## src/rtl/lpc_io_dispatch.sv

```systemverilog
// LPC I/O cycle dispatcher: decodes an LPC I/O address against four target
// windows, strobes the winning target and returns its completion upstream.
module lpc_io_dispatch #(
  parameter logic [15:0] BASE0   = 16'h0060,
  parameter logic [15:0] BASE1   = 16'h0064,
  parameter logic [15:0] BASE2   = 16'h0080,
  parameter logic [15:0] BASE3   = 16'h0000,
  parameter logic [15:0] MASK0   = 16'hFFFF,
  parameter logic [15:0] MASK1   = 16'hFFFF,
  parameter logic [15:0] MASK2   = 16'hFFF0,
  parameter logic [15:0] MASK3   = 16'h0000,
  parameter int unsigned TIMEOUT = 64
) (
  input  logic        clk_i,
  input  logic        rst_i,
  input  logic [15:0] lpc_addr_i,
  input  logic [7:0]  lpc_wdata_i,
  input  logic        lpc_data_wr_i,
  input  logic        lpc_data_req_i,
  output logic        lpc_wr_done_o,
  output logic        lpc_data_rd_o,
  output logic [7:0]  lpc_rdata_o,
  output logic [15:0] tgt_addr_o,
  output logic [7:0]  tgt_wdata_o,
  output logic [3:0]  tgt_wr_o,
  output logic [3:0]  tgt_rd_o,
  input  logic [3:0]  tgt_ack_i,
  input  logic [31:0] tgt_rdata_i,
  output logic        busy_o,
  output logic        err_unmapped_o,
  output logic        err_timeout_o
);

  localparam int NT = 4;
  localparam logic [NT-1:0][15:0] BASE = {BASE3, BASE2, BASE1, BASE0};
  localparam logic [NT-1:0][15:0] MASK = {MASK3, MASK2, MASK1, MASK0};

  typedef enum logic [1:0] {IDLE, WAIT, DONE} state_t;
  state_t state_q, state_d;

  logic          wr_q, rd_q, wr_arm_q, rd_arm_q;
  logic          wr_edge, rd_edge, start;
  logic [NT-1:0] hit;
  logic          any_hit;
  logic [1:0]    sel_d, sel_q;
  logic          dir_wr_q, abort_q;
  logic [7:0]    cnt_q;
  logic          req_lvl, ack, aborting, tmo;

  // An input only becomes edge-capable once it has been seen low after reset,
  // so a request left high across reset is not mistaken for a new cycle.
  assign wr_edge = lpc_data_wr_i  & ~wr_q & wr_arm_q;
  assign rd_edge = lpc_data_req_i & ~rd_q & rd_arm_q;
  assign start   = (state_q == IDLE) & (wr_edge | rd_edge);

  for (genvar g = 0; g < NT; g++) begin : g_hit
    assign hit[g] = (((lpc_addr_i ^ BASE[g]) & MASK[g]) == 16'h0000) && (MASK[g] != 16'h0000);
  end

  assign any_hit = |hit;

  always_comb begin
    sel_d = 2'd0;
    for (int i = NT - 1; i >= 0; i--) begin
      if (hit[i]) sel_d = 2'(i);
    end
  end

  assign req_lvl  = dir_wr_q ? lpc_data_wr_i : lpc_data_req_i;
  assign ack      = tgt_ack_i[sel_q];
  assign aborting = abort_q | ~req_lvl;
  assign tmo      = ~ack & (cnt_q == 8'(TIMEOUT - 1));

  always_ff @(posedge clk_i or posedge rst_i) begin
    if (rst_i) state_q <= IDLE;
    else       state_q <= state_d;
  end

  always_comb begin
    state_d = state_q;
    case (state_q)
      IDLE: if (start) state_d = any_hit ? WAIT : DONE;
      // An aborted cycle still drains the target, then skips the handshake.
      WAIT: if (ack | tmo) state_d = aborting ? IDLE : DONE;
      DONE: if (!req_lvl) state_d = IDLE;
      default: state_d = IDLE;
    endcase
  end

  always_ff @(posedge clk_i or posedge rst_i) begin
    if (rst_i) begin
      wr_q           <= 1'b0;
      rd_q           <= 1'b0;
      wr_arm_q       <= 1'b0;
      rd_arm_q       <= 1'b0;
      sel_q          <= 2'd0;
      dir_wr_q       <= 1'b0;
      abort_q        <= 1'b0;
      cnt_q          <= 8'd0;
      tgt_addr_o     <= 16'h0000;
      tgt_wdata_o    <= 8'h00;
      tgt_wr_o       <= 4'h0;
      tgt_rd_o       <= 4'h0;
      lpc_rdata_o    <= 8'h00;
      err_unmapped_o <= 1'b0;
      err_timeout_o  <= 1'b0;
    end else begin
      wr_q           <= lpc_data_wr_i;
      rd_q           <= lpc_data_req_i;
      if (!lpc_data_wr_i)  wr_arm_q <= 1'b1;
      if (!lpc_data_req_i) rd_arm_q <= 1'b1;
      tgt_wr_o       <= 4'h0;
      tgt_rd_o       <= 4'h0;
      err_unmapped_o <= 1'b0;
      err_timeout_o  <= 1'b0;

      if (start) begin
        tgt_addr_o  <= lpc_addr_i;
        tgt_wdata_o <= lpc_wdata_i;
        dir_wr_q    <= wr_edge;
        sel_q       <= sel_d;
        abort_q     <= 1'b0;
        cnt_q       <= 8'd0;
        if (any_hit) begin
          if (wr_edge) tgt_wr_o <= 4'b0001 << sel_d;
          else         tgt_rd_o <= 4'b0001 << sel_d;
        end else begin
          err_unmapped_o <= 1'b1;
          if (!wr_edge) lpc_rdata_o <= 8'hFF;
        end
      end

      if (state_q == WAIT) begin
        cnt_q <= cnt_q + 8'd1;
        if (!req_lvl) abort_q <= 1'b1;
        // Read data only moves on a read that actually completes upstream.
        if (ack) begin
          if (!aborting && !dir_wr_q) lpc_rdata_o <= tgt_rdata_i[{sel_q, 3'b000} +: 8];
        end else if (tmo && !aborting) begin
          err_timeout_o <= 1'b1;
          if (!dir_wr_q) lpc_rdata_o <= 8'hFF;
        end
      end
    end
  end

  assign busy_o        = (state_q != IDLE);
  assign lpc_wr_done_o = (state_q == DONE) &&  dir_wr_q;
  assign lpc_data_rd_o = (state_q == DONE) && !dir_wr_q;

endmodule

```

## config.mk

```make
export PLATFORM = sky130hd
export DESIGN_NAME = lpc_io_dispatch
export DESIGN_NICKNAME = d
export VERILOG_FILES = /design/src/rtl/lpc_io_dispatch.sv
export SDC_FILE = /design/constraint.sdc
export NUM_CORES = 1
export LEC_CHECK = 0
export CORE_UTILIZATION = 46
export DETAILED_ROUTE_END_ITERATION = 8
export HOLD_SLACK_MARGIN = 0.12
export PLACE_DENSITY = 0.91
export SLEW_MARGIN = 40
export SYNTH_ARGS = -nofsm -noshare
export SYNTH_HDL_FRONTEND = slang
export SYNTH_SLANG_ARGS = --single-unit
```

## constraint.sdc

```tcl
create_clock -name clk_i -period 5.18 [get_ports clk_i]
set_clock_uncertainty 0.2 [all_clocks]
set_input_delay 0.777 -clock clk_i [delete_from_list [all_inputs] [get_ports clk_i]]
set_output_delay 0.777 -clock clk_i [all_outputs]
set_load 0.1 [all_outputs]
```

==> impl_metrics.ini <==
[run_status]
outcome = finished, final reports clean

[global_routing]
grt_pass1_vias = 2247
grt_usage = 0.227
antenna_found_initial = 0
grt_max_degree = 61
grt_pass1_wl_um = 10500
overflow = 0

[power]
power_density_nw_per_um2 = 605
power_w = 0.00231
p_leak_nw = 1.72
ir_worst_vdd_v = 0.000569

[route]
vias = 2201
dr.pass1.iters = 4
drt_iter0_drc = 122
drc = 0
drtAntennaViolNets = 0
drt_wl_total_um = 6520
wire_per_inst_um = 15.9
drt-vias-per-instance = 5.36

[yosys]
ys_seq_area_frac = 0.558
synth.distinct_cells = 36
yosysWarnings = 0
ys_ff_latch = 60
synth_flop_cell = dfrtp_1
netlist_area_sq_um = 2690
synth_edf_count = 0
async_flop_share = 1.00
syn_avg_cell_area_sq_um = 12.1
synthCells = 222

[clock_tree]
cts_buffer_depth = 2
cts_tree = yes
post-cts-setup-buffers = 0
root_buffer = clkbuf_8
ctsHoldBuffers = 0
clk_pin_slew_ps = 60
cts_sinks = 60
cts_buffers = 9
htreeDepth = 3
insertion_delay_ps = 340
cts_resized = 0

[floorplanning]
rows = 27
fp.dieW_um = 78.5
io_pins = 109
die-height_um = 78.5
start_util = 0.483
dieArea_sq_um = 6160
coreArea_sq_um = 5570

[timing]
finalMaxSlewViolations = 0
setup_tns_ps = 0
min_period_over_period = 0.553
relSlewSlack = 0.485
setup_viol = 0
final.setup.worst_slack_ps = 2320
grt_setup_unrepaired = false
worstMarginPinSlew_ps = 773
whs_ps = 262
hold_viol = 0
fmax_mhz = 349
finalWorstPathRequiredPeriod_ps = 2860

[cells_and_area]
final_area_sq_um = 3820
antenna_cells = 0
layout-drive-gt1-share = 0.271
num-nets-final = 399
syn2layout_area_growth_pct = 42.0

[critical_path]
reg2reg_slack_ps = 2860
required_ps = 5200
cp-start-kind = input port
path_class = in -> reg
r2r_start = wr_arm_q
end_kind = flop
path_max_fanout = 20
r2r-end = tgt_wdata_o[3]
startpoint = lpc_data_wr_i
crit_path_end = tgt_wdata_o[3]
crit_path_cell_trace = clkdlybuf4s50_1 > and3b_1 > o21ai_2 > buf_4 > mux2_2
slowest_delay_ps = 640
cp.arrival_ps = 2880
slowest_stage = o21ai_2
reg2reg_depth = 4

[min_path]
hold_path.class = reg -> reg
min_from = rd_arm_q

[placement]
place_congestion = 0.772
io_buffers = 108
post-place-ws_ps = 1940
dp_hpwl_um = 4890
place_area_sq_um = 3610

[job]
maxCapViolations = 0
## report_power, final
group / total, W / switching, W / internal (W) / leakage, nW
Clock: 0.000454 / 0.000186 / 0.000269 / 0.109
Combinational: 0.00122 / 0.000989 / 0.000231 / 0.892
Sequential: 0.000636 / 0.0000593 / 0.000577 / 0.720
## cell usage in the layout (no fill, tap or decap), types with 2 or more instances in the layout
cell type        count
inv_1               11
a21oi_1              2
nor3_1               3
and3_1               2
mux2_2              24
buf_2               45
nor2b_1              2
clkinv_2             3
mux4_1               8
and2_1               3
nor2_1              21
o21ai_0             15
conb_1               2
nand4_1              5
nor4_1               4
nand2b_1             3
bufinv_16            2
and3b_1              2
nand3_1              4
nand2_1             16
dfrtp_1             60
buf_4                2
a31oi_1              9
clkbuf_8             9
clkdlybuf4s50_1     63
o31ai_1              3
## cell type report
cell class | instances | area (sq um)
fillers | 422 | 1750
flip-flops and latches | 60 | 1500
multi-input cells | 141 | 1100
repair buffers | 110 | 871
clock buffers | 9 | 124
clock inverters | 7 | 91.3
well taps | 72 | 90.1
inverters | 12 | 45.0
## kinds of logic after synthesis
logic type,Yosys count,share of synthesized area
and+or+nand+nor,70,0.133
DFF,60,0.558
AOI/OAI and AO/OA,34,0.0777
muxes,34,0.191
buffers and inverters,22,0.0349
adders and majority gates,1,0.00465
other,1,0.00139
## state kept, by name, indices dropped and copies added (netlist names)
name and flops:
wr_arm_q 1, tgt_rd_o 4, wr_q 1, err_unmapped_o 1, rd_arm_q 1, cnt_q 8, err_timeout_o 1, sel_q 2
tgt_wr_o 4, tgt_wdata_o 8, state_q 2, abort_q 1, dir_wr_q 1, lpc_rdata_o 8, tgt_addr_o 16, rd_q 1
## synthesized netlist by cell type, types with 3 or more instances
| cell type | number | area (sq um) |
|---|---|---|
| nand4_1 | 5 | 31.3 |
| a31oi_1 | 9 | 56.3 |
| mux4_1 | 8 | 210 |
| nor2_1 | 21 | 78.8 |
| o21ai_0 | 15 | 75.1 |
| and2_1 | 3 | 18.8 |
| nor4_1 | 4 | 25.0 |
| nand2b_1 | 3 | 18.8 |
| dfrtp_1 | 60 | 1500 |
| clkbuf_1 | 6 | 22.5 |
| buf_2 | 3 | 15.0 |
| nor3_1 | 3 | 15.0 |
| mux2_2 | 24 | 270 |
| nand3_1 | 4 | 20.0 |
| inv_1 | 12 | 45.0 |
| o31ai_1 | 3 | 22.5 |
| nand2_1 | 16 | 60.1 |
## per-stage QoR
step / util / cells
after floorplan: - / 223
after global placement: 0.687 / 395
after detailed placement: 0.647 / 395
after CTS: 0.686 / 411
after global routing: 0.686 / 411
final: 0.686 / 411
## worst max-delay path, delay by kind of cell
| kind | cells | cell delay [ps] |
|---|---|---|
| buffers and inverters | 2 | 830 |
| AOI/OAI and AO/OA | 1 | 640 |
| muxes | 1 | 370 |
| and+or+nand+nor | 1 | 240 |
## layer usage
metal  track usage  up-vias  part of all wire
li1              -     1029                 -
met1         0.260     1079              0.40
met2         0.392       81              0.52
met3        0.0709       12             0.065
met4        0.0944        0             0.013
met5             0        -                 0
## worst min path at each step
stage / to / slack [ps] / depth (start not counted)
2_1_floorplan: rd_arm_q / 230 / 1
3_3_place_gp: rd_arm_q / 250 / 1
3_5_place_dp: rd_arm_q / 250 / 1
4_1_cts: rd_arm_q / 270 / 1
5_1_grt: wr_arm_q / 290 / 1
6_report: rd_arm_q / 260 / 1
Power figures use the tool's default switching activity.
